## config.mk

```make
export PLATFORM = sky130hd
export DESIGN_NAME = demuxer_1_to_3_flat
export DESIGN_NICKNAME = d
export VERILOG_FILES = /design/src/rtl/demux_pkg.sv /design/src/rtl/demuxer_1_to_3_if.sv /design/src/rtl/demux_sel_decode.sv /design/src/rtl/demuxer_1_to_3.sv /design/src/flat_wrapper.sv
export SDC_FILE = /design/constraint.sdc
export NUM_CORES = 1
export LEC_CHECK = 0
export ABC_AREA = 0
export CORE_MARGIN = 10
export CORE_UTILIZATION = 40
export DETAILED_ROUTE_END_ITERATION = 10
export MAX_ROUTING_LAYER = met4
export PLACE_DENSITY = 0.76
export REMOVE_ABC_BUFFERS = 1
export SLEW_MARGIN = 0
export SYNTH_ARGS = -nofsm -noshare
export SYNTH_HDL_FRONTEND = slang
export SYNTH_HIERARCHICAL = 1
export SYNTH_SLANG_ARGS = --single-unit
```

## constraint.sdc

```tcl
create_clock -name clk -period 2.3 [get_ports clk]
set_input_delay 0.23 -clock clk [delete_from_list [all_inputs] [get_ports clk]]
set_output_delay 0.23 -clock clk [all_outputs]
set_load 0.02 [all_outputs]
```

## src/rtl/demux_pkg.sv

```systemverilog
// -----------------------------------------------------------------------------
// demux_pkg
// Shared definitions for the 1-to-3 demultiplexer slice.
//   SEL_CH0..SEL_SPECIAL : destination select encodings on in_sel
//   NUM_CH               : number of output channels (3)
//   state_t              : occupancy state of the output register
//   state_of()           : classifies a pending mask as EMPTY/SINGLE/BCAST
// Configuration macro: DEMUX_BCAST_EN (consumed by demux_sel_decode).
// -----------------------------------------------------------------------------
package demux_pkg;

    localparam int NUM_CH = 3;

    localparam logic [1:0] SEL_CH0     = 2'b00;
    localparam logic [1:0] SEL_CH1     = 2'b01;
    localparam logic [1:0] SEL_CH2     = 2'b10;
    localparam logic [1:0] SEL_SPECIAL = 2'b11;

    typedef enum logic [1:0] {
        ST_EMPTY  = 2'd0,
        ST_SINGLE = 2'd1,
        ST_BCAST  = 2'd2
    } state_t;

    function automatic state_t state_of(input logic [NUM_CH-1:0] mask);
        int n;
        n = 0;
        for (int i = 0; i < NUM_CH; i++) begin
            n = n + int'(mask[i]);
        end
        if (n == 0) begin
            return ST_EMPTY;
        end else if (n == 1) begin
            return ST_SINGLE;
        end
        return ST_BCAST;
    endfunction

endpackage

```

## src/rtl/demuxer_1_to_3_if.sv

```systemverilog
// -----------------------------------------------------------------------------
// demuxer_1_to_3_if
// Handshake bundle between a word source, the demultiplexer and three sinks.
//   in_data/in_sel/in_valid : source word, destination select, valid
//   in_ready                : demux accepts the word this cycle
//   out_data                : registered word shared by all channels
//   out_valid/out_ready     : per-channel handshake, bit n = channel n
//   drop                    : one-cycle pulse when a word is discarded
// Modports: master (source + sinks side), slave (demultiplexer side).
// -----------------------------------------------------------------------------
interface demuxer_1_to_3_if #(
    parameter int SIZE = 16
);
    logic [SIZE-1:0]                in_data;
    logic [1:0]                     in_sel;
    logic                           in_valid;
    logic                           in_ready;
    logic [SIZE-1:0]                out_data;
    logic [demux_pkg::NUM_CH-1:0]   out_valid;
    logic [demux_pkg::NUM_CH-1:0]   out_ready;
    logic                           drop;

    modport master (
        output in_data, in_sel, in_valid, out_ready,
        input  in_ready, out_data, out_valid, drop
    );

    modport slave (
        input  in_data, in_sel, in_valid, out_ready,
        output in_ready, out_data, out_valid, drop
    );
endinterface

```

## src/rtl/demux_sel_decode.sv

```systemverilog
// -----------------------------------------------------------------------------
// demux_sel_decode
// Combinational decode of the 2-bit destination select into a channel mask.
//   sel  : in_sel encoding (00=ch0, 01=ch1, 10=ch2, 11=special)
//   mask : one bit per channel that should receive the word
// Configuration macro: DEMUX_BCAST_EN
//   defined   -> special select broadcasts to all channels (111)
//   undefined -> special select decodes to 000, which the top treats as a drop
// -----------------------------------------------------------------------------
module demux_sel_decode
    import demux_pkg::*;
(
    input  logic [1:0]        sel,
    output logic [NUM_CH-1:0] mask
);

    always_comb begin
        mask = '0;
        case (sel)
            SEL_CH0:     mask = 3'b001;
            SEL_CH1:     mask = 3'b010;
            SEL_CH2:     mask = 3'b100;
            SEL_SPECIAL: begin
`ifdef DEMUX_BCAST_EN
                mask = 3'b111;
`else
                mask = 3'b000;
`endif
            end
            default:     mask = '0;
        endcase
    end

endmodule

```

## src/rtl/demuxer_1_to_3.sv

```systemverilog
// -----------------------------------------------------------------------------
// demuxer_1_to_3
// One-word-deep demultiplexer: a source word is captured into a data register
// and presented to one channel (or all three when broadcasting) until each
// addressed channel has taken it.
//   clk  : single clock, rising edge
//   rst  : synchronous, active-high reset
//   bus  : demuxer_1_to_3_if.slave (in_* from source, out_* to sinks, drop)
// Configuration macro: DEMUX_BCAST_EN (select 11 = broadcast when defined,
// otherwise select 11 is accepted and discarded with a drop pulse).
// -----------------------------------------------------------------------------
module demuxer_1_to_3
    import demux_pkg::*;
#(
    parameter int SIZE = 16
) (
    input  logic             clk,
    input  logic             rst,
    demuxer_1_to_3_if.slave  bus
);

    logic [SIZE-1:0]   data_reg;
    logic [NUM_CH-1:0] pending_reg;
    logic [NUM_CH-1:0] pending_next;
    logic [NUM_CH-1:0] stall;
    logic [NUM_CH-1:0] sel_mask;
    logic              drop_reg;
    logic              ready;
    logic              accept;
    state_t            state_reg;

    demux_sel_decode u_sel_decode (
        .sel  (bus.in_sel),
        .mask (sel_mask)
    );

    // A channel stalls when it still holds the word and its sink is not taking it.
    for (genvar gi = 0; gi < NUM_CH; gi++) begin : g_stall
        assign stall[gi] = pending_reg[gi] & ~bus.out_ready[gi];
    end

    // Ready when the register is empty or every remaining holder drains now,
    // which lets a new word follow the last transfer without a bubble.
    assign ready        = (state_reg == ST_EMPTY) || (stall == '0);
    assign accept       = bus.in_valid && ready;
    assign pending_next = pending_reg & ~bus.out_ready;

    always_ff @(posedge clk) begin
        if (rst) begin
            data_reg    <= '0;
            pending_reg <= '0;
            drop_reg    <= 1'b0;
            state_reg   <= ST_EMPTY;
        end else if (accept && (sel_mask != '0)) begin
            data_reg    <= bus.in_data;
            pending_reg <= sel_mask;
            drop_reg    <= 1'b0;
            state_reg   <= state_of(sel_mask);
        end else begin
            // An accepted word with an empty mask is the discarded special
            // select: the register keeps its contents and only drop pulses.
            pending_reg <= pending_next;
            drop_reg    <= accept;
            state_reg   <= state_of(pending_next);
        end
    end

    assign bus.in_ready  = ready;
    assign bus.out_data  = data_reg;
    assign bus.out_valid = pending_reg;
    assign bus.drop      = drop_reg;

endmodule

```

## src/flat_wrapper.sv

```systemverilog
// flat-port wrapper written by rule: the top's interface ports become plain ports
module demuxer_1_to_3_flat import demux_pkg::*;
#(
    parameter int SIZE = 16
)
  (clk, rst, bus_in_data, bus_in_sel, bus_in_valid, bus_out_ready, bus_in_ready, bus_out_data, bus_out_valid, bus_drop);
  demuxer_1_to_3_if #(.SIZE(SIZE)) bus_i ();
  input  logic clk;
  input  logic rst;
  input wire logic [$bits(bus_i.in_data)-1:0] bus_in_data;
  input wire logic [$bits(bus_i.in_sel)-1:0] bus_in_sel;
  input wire logic [$bits(bus_i.in_valid)-1:0] bus_in_valid;
  input wire logic [$bits(bus_i.out_ready)-1:0] bus_out_ready;
  output wire logic [$bits(bus_i.in_ready)-1:0] bus_in_ready;
  output wire logic [$bits(bus_i.out_data)-1:0] bus_out_data;
  output wire logic [$bits(bus_i.out_valid)-1:0] bus_out_valid;
  output wire logic [$bits(bus_i.drop)-1:0] bus_drop;
  assign bus_i.in_data = bus_in_data;
  assign bus_i.in_sel = bus_in_sel;
  assign bus_i.in_valid = bus_in_valid;
  assign bus_i.out_ready = bus_out_ready;
  assign bus_in_ready = bus_i.in_ready;
  assign bus_out_data = bus_i.out_data;
  assign bus_out_valid = bus_i.out_valid;
  assign bus_drop = bus_i.drop;
  demuxer_1_to_3 #(.SIZE(SIZE)) u_core (.clk(clk), .rst(rst), .bus(bus_i));
endmodule
```

==> summary.md <==
- starting density of the core: 42.3%
- gpl congestion: 0.748
- average cell area after synthesis: 9.79 µm²
- category of the worst setup path launch point: input pin
- pin count of the biggest net entering global routing: 25
- Lkg Pwr: 0.000614 µW
- worst-skew pair later-pin latency: 0.30 ns
- ratio of final minimum period to clock period: 85.3%
- y dimension of the die: 71.2 µm
- Final Hold Viols: 0
- sequential fraction of the synthesis area: 42.1%
- CTS tree: yes
- Yosys warning total: 6
- number of nets with antenna violations after detailed routing: 0
- I/O pin cnt: 45
- antenna violations before repair: 0
- residual overflow from global routing: 0
- Via-to-Cell Ratio: 4.71
- First-pass DRT Iterations: 4
- Slew @ Worst Pin: 0.316 ns
- DIE AREA: 5060 µm²
- number of cell rows: 18
- run status: complete, no violations
- WL met2: 1160 µm
- most area-hungry cell type in the Yosys netlist: sky130_fd_sc_hd__dfxtp_1
- wire length of the first global-routing pass: 4150 µm
- highest net fanout along the worst path: 4
- post-CTS setup repair buffer count: 0
- number of antenna diodes: 0
- number of global-route vias before repair: 945
- kind of path behind the tightest hold check: flop to flop
- number of gates resized after cts: 0
- proportion of layout cells with a drive suffix above 1: 9.87%
- GR Util All Layers: 10.0%
- clock edge transition at the registers on the reported setup and hold paths: 0.12 ns
- power density cells: 580 nW/µm²
- die width: 71.2 µm
- area inside the core boundary: 2480 µm²
- Largest register FFs: 16
- met1 wire length: 1120 µm
- post-synthesis instance area: 1050 µm²
- cell count after placement: 178
- area added between synthesis and finish: 45.6%
- Final Critical Period: 1.96 ns
- post-layout net count: 179
- maximum root-to-sink buffer count: 2
- total wirelength of the detailed-routed design: 2480 µm
- setup repair after global routing missed its margin: no
- number of standard cells after synthesis: 107
- DR DRC count: 0
- DR vias: 857
- clock sink count: 22
- largest cells by area after synthesis: sky130_fd_sc_hd__dfxtp_1 42%, sky130_fd_sc_hd__mux2i_1 15%, sky130_fd_sc_hd__nand2_1 12%, sky130_fd_sc_hd__nor2b_4 3.9%, sky130_fd_sc_hd__buf_12 3.8%
- final routed wire length divided by cell count: 13.6 µm
- Port-buffer cells: 44
- pins over their slew limit: 0
- final setup vio count: 0
- post-synthesis cell type count: 23
- type of the worst setup path: input pin to primary output
- hold bufs inserted after CTS: 0
- Inserted Clock Buffers: 3
- worst setup skew after layout: 0.00108 ns
- Met3 Routed Length: 195 µm
- clock tree root buffer cell: sky130_fd_sc_hd__clkbuf_4
- most used cells in the layout excluding fill and tap cells: 44 x sky130_fd_sc_hd__clkdlybuf4s50_1, 33 x sky130_fd_sc_hd__nand2_1, 22 x sky130_fd_sc_hd__dfxtp_1, 16 x sky130_fd_sc_hd__mux2i_1, 4 x sky130_fd_sc_hd__inv_1
- initial DRC count: 20
- number of violations of the max-capacitance limit: 0
- Max-Slew Margin vs Limit: 78.8%
- share of Yosys cell area claimed by the top area cell type: 42.1%
- Max Freq: 509 MHz
- Critical Path AT: 1.73 ns
- Finished Layout Cells: 182
- top routing layer in use: met4
- total negative setup slack: 0 ns
- synthesis-stage register bit count: 22
- HPWL after DPL: 2070 µm
- most common cell after layout, fill and taps aside: sky130_fd_sc_hd__clkdlybuf4s50_1
- Critical Path RT: 2.07 ns
- worst supply voltage drop on vdd: 435 µV
- total number of H-tree levels: 1
- category of the worst setup path capture point: primary output
synthesized netlist by cell type:
master                     count
sky130_fd_sc_hd__nand2_1      33
sky130_fd_sc_hd__dfxtp_1      22
sky130_fd_sc_hd__mux2i_1      16
sky130_fd_sc_hd__inv_1         4
sky130_fd_sc_hd__clkbuf_1      3
sky130_fd_sc_hd__nor2b_1       3
sky130_fd_sc_hd__nor2b_4       3
sky130_fd_sc_hd__a22o_1        2
sky130_fd_sc_hd__buf_12        2
sky130_fd_sc_hd__fa_1          2
sky130_fd_sc_hd__mux2_2        2
sky130_fd_sc_hd__nand3_1       2
sky130_fd_sc_hd__nor2_1        2
sky130_fd_sc_hd__nor3b_1       2
sky130_fd_sc_hd__a21oi_1       1
sky130_fd_sc_hd__and2_2        1
sky130_fd_sc_hd__and2_4        1
sky130_fd_sc_hd__and2b_2       1
sky130_fd_sc_hd__clkinv_1      1
sky130_fd_sc_hd__o21ai_0       1
sky130_fd_sc_hd__o32ai_1       1
sky130_fd_sc_hd__o41ai_4       1
sky130_fd_sc_hd__or3b_1        1
area by class of cell:
cell class	count	area [µm²]
fillers	222	952
multi-input cells	75	537
repair buffers	46	455
flip-flops and latches	22	440
well taps	30	37.5
clock buffers	4	36.3
inverters	5	18.8
report_power, final:
group | switching, µW | leakage, µW | internal (µW)
clock network | 113 | 0.0000210 | 96.5
logic | 115 | 0.000412 | 134
registers | 14.8 | 0.000181 | 412
total | 243 | 0.000614 | 642
through the flow:
stage	setup slack, ns	util [%]	instance area, µm²	power (µW)	hold WS (ns)
floorplan	0.586	-	996	561	0.372
global placement	0.308	60.1	1490	681	0.441
detailed placement	0.249	60.1	1490	686	0.447
CTS	0.315	61.6	1530	899	0.456
global route	0.174	61.6	1530	934	0.465
finish	0.337	61.6	1530	885	0.468
worst max-delay path: stages:
cell,delay (ns)
sky130_fd_sc_hd__clkdlybuf4s50_1,0.50
sky130_fd_sc_hd__nor2b_4,0.07
sky130_fd_sc_hd__o32ai_1,0.28
sky130_fd_sc_hd__clkdlybuf4s50_1,0.65
cell families after synthesis:
group,synth area share (%)
flip-flops,42.1
AND/OR/NAND/NOR,23.9
multiplexers,17.4
buffers and inverters,6.69
AO/OA/AOI/OAI,6.09
adder cells (fa/ha/maj),3.82
path summary, 6_finish.rpt:
kind	start	endpoint	slack, ns	cells after the start
max	bus_out_ready[1]	bus_in_ready	0.34	4
min	u_core/bus.out_data[7]$_SDFFE_PP0P_	u_core/bus.out_data[7]$_SDFFE_PP0P_	0.47	2
max reg2reg	u_core/bus.out_valid[1]$_SDFF_PP0_	u_core/bus.out_data[11]$_SDFFE_PP0P_	0.60	5
min reg2reg	u_core/bus.out_data[7]$_SDFFE_PP0P_	u_core/bus.out_data[7]$_SDFFE_PP0P_	0.47	2
layer usage:
metal / up-vias / GRT usage, %
met1: 386 / 11.3
met3: 2 / 4.04
met2: 33 / 16.2
li1: 436 / -
met5: - / -
met4: 0 / 2.58
No activity file was read; power rests on OpenSTA's default activity.
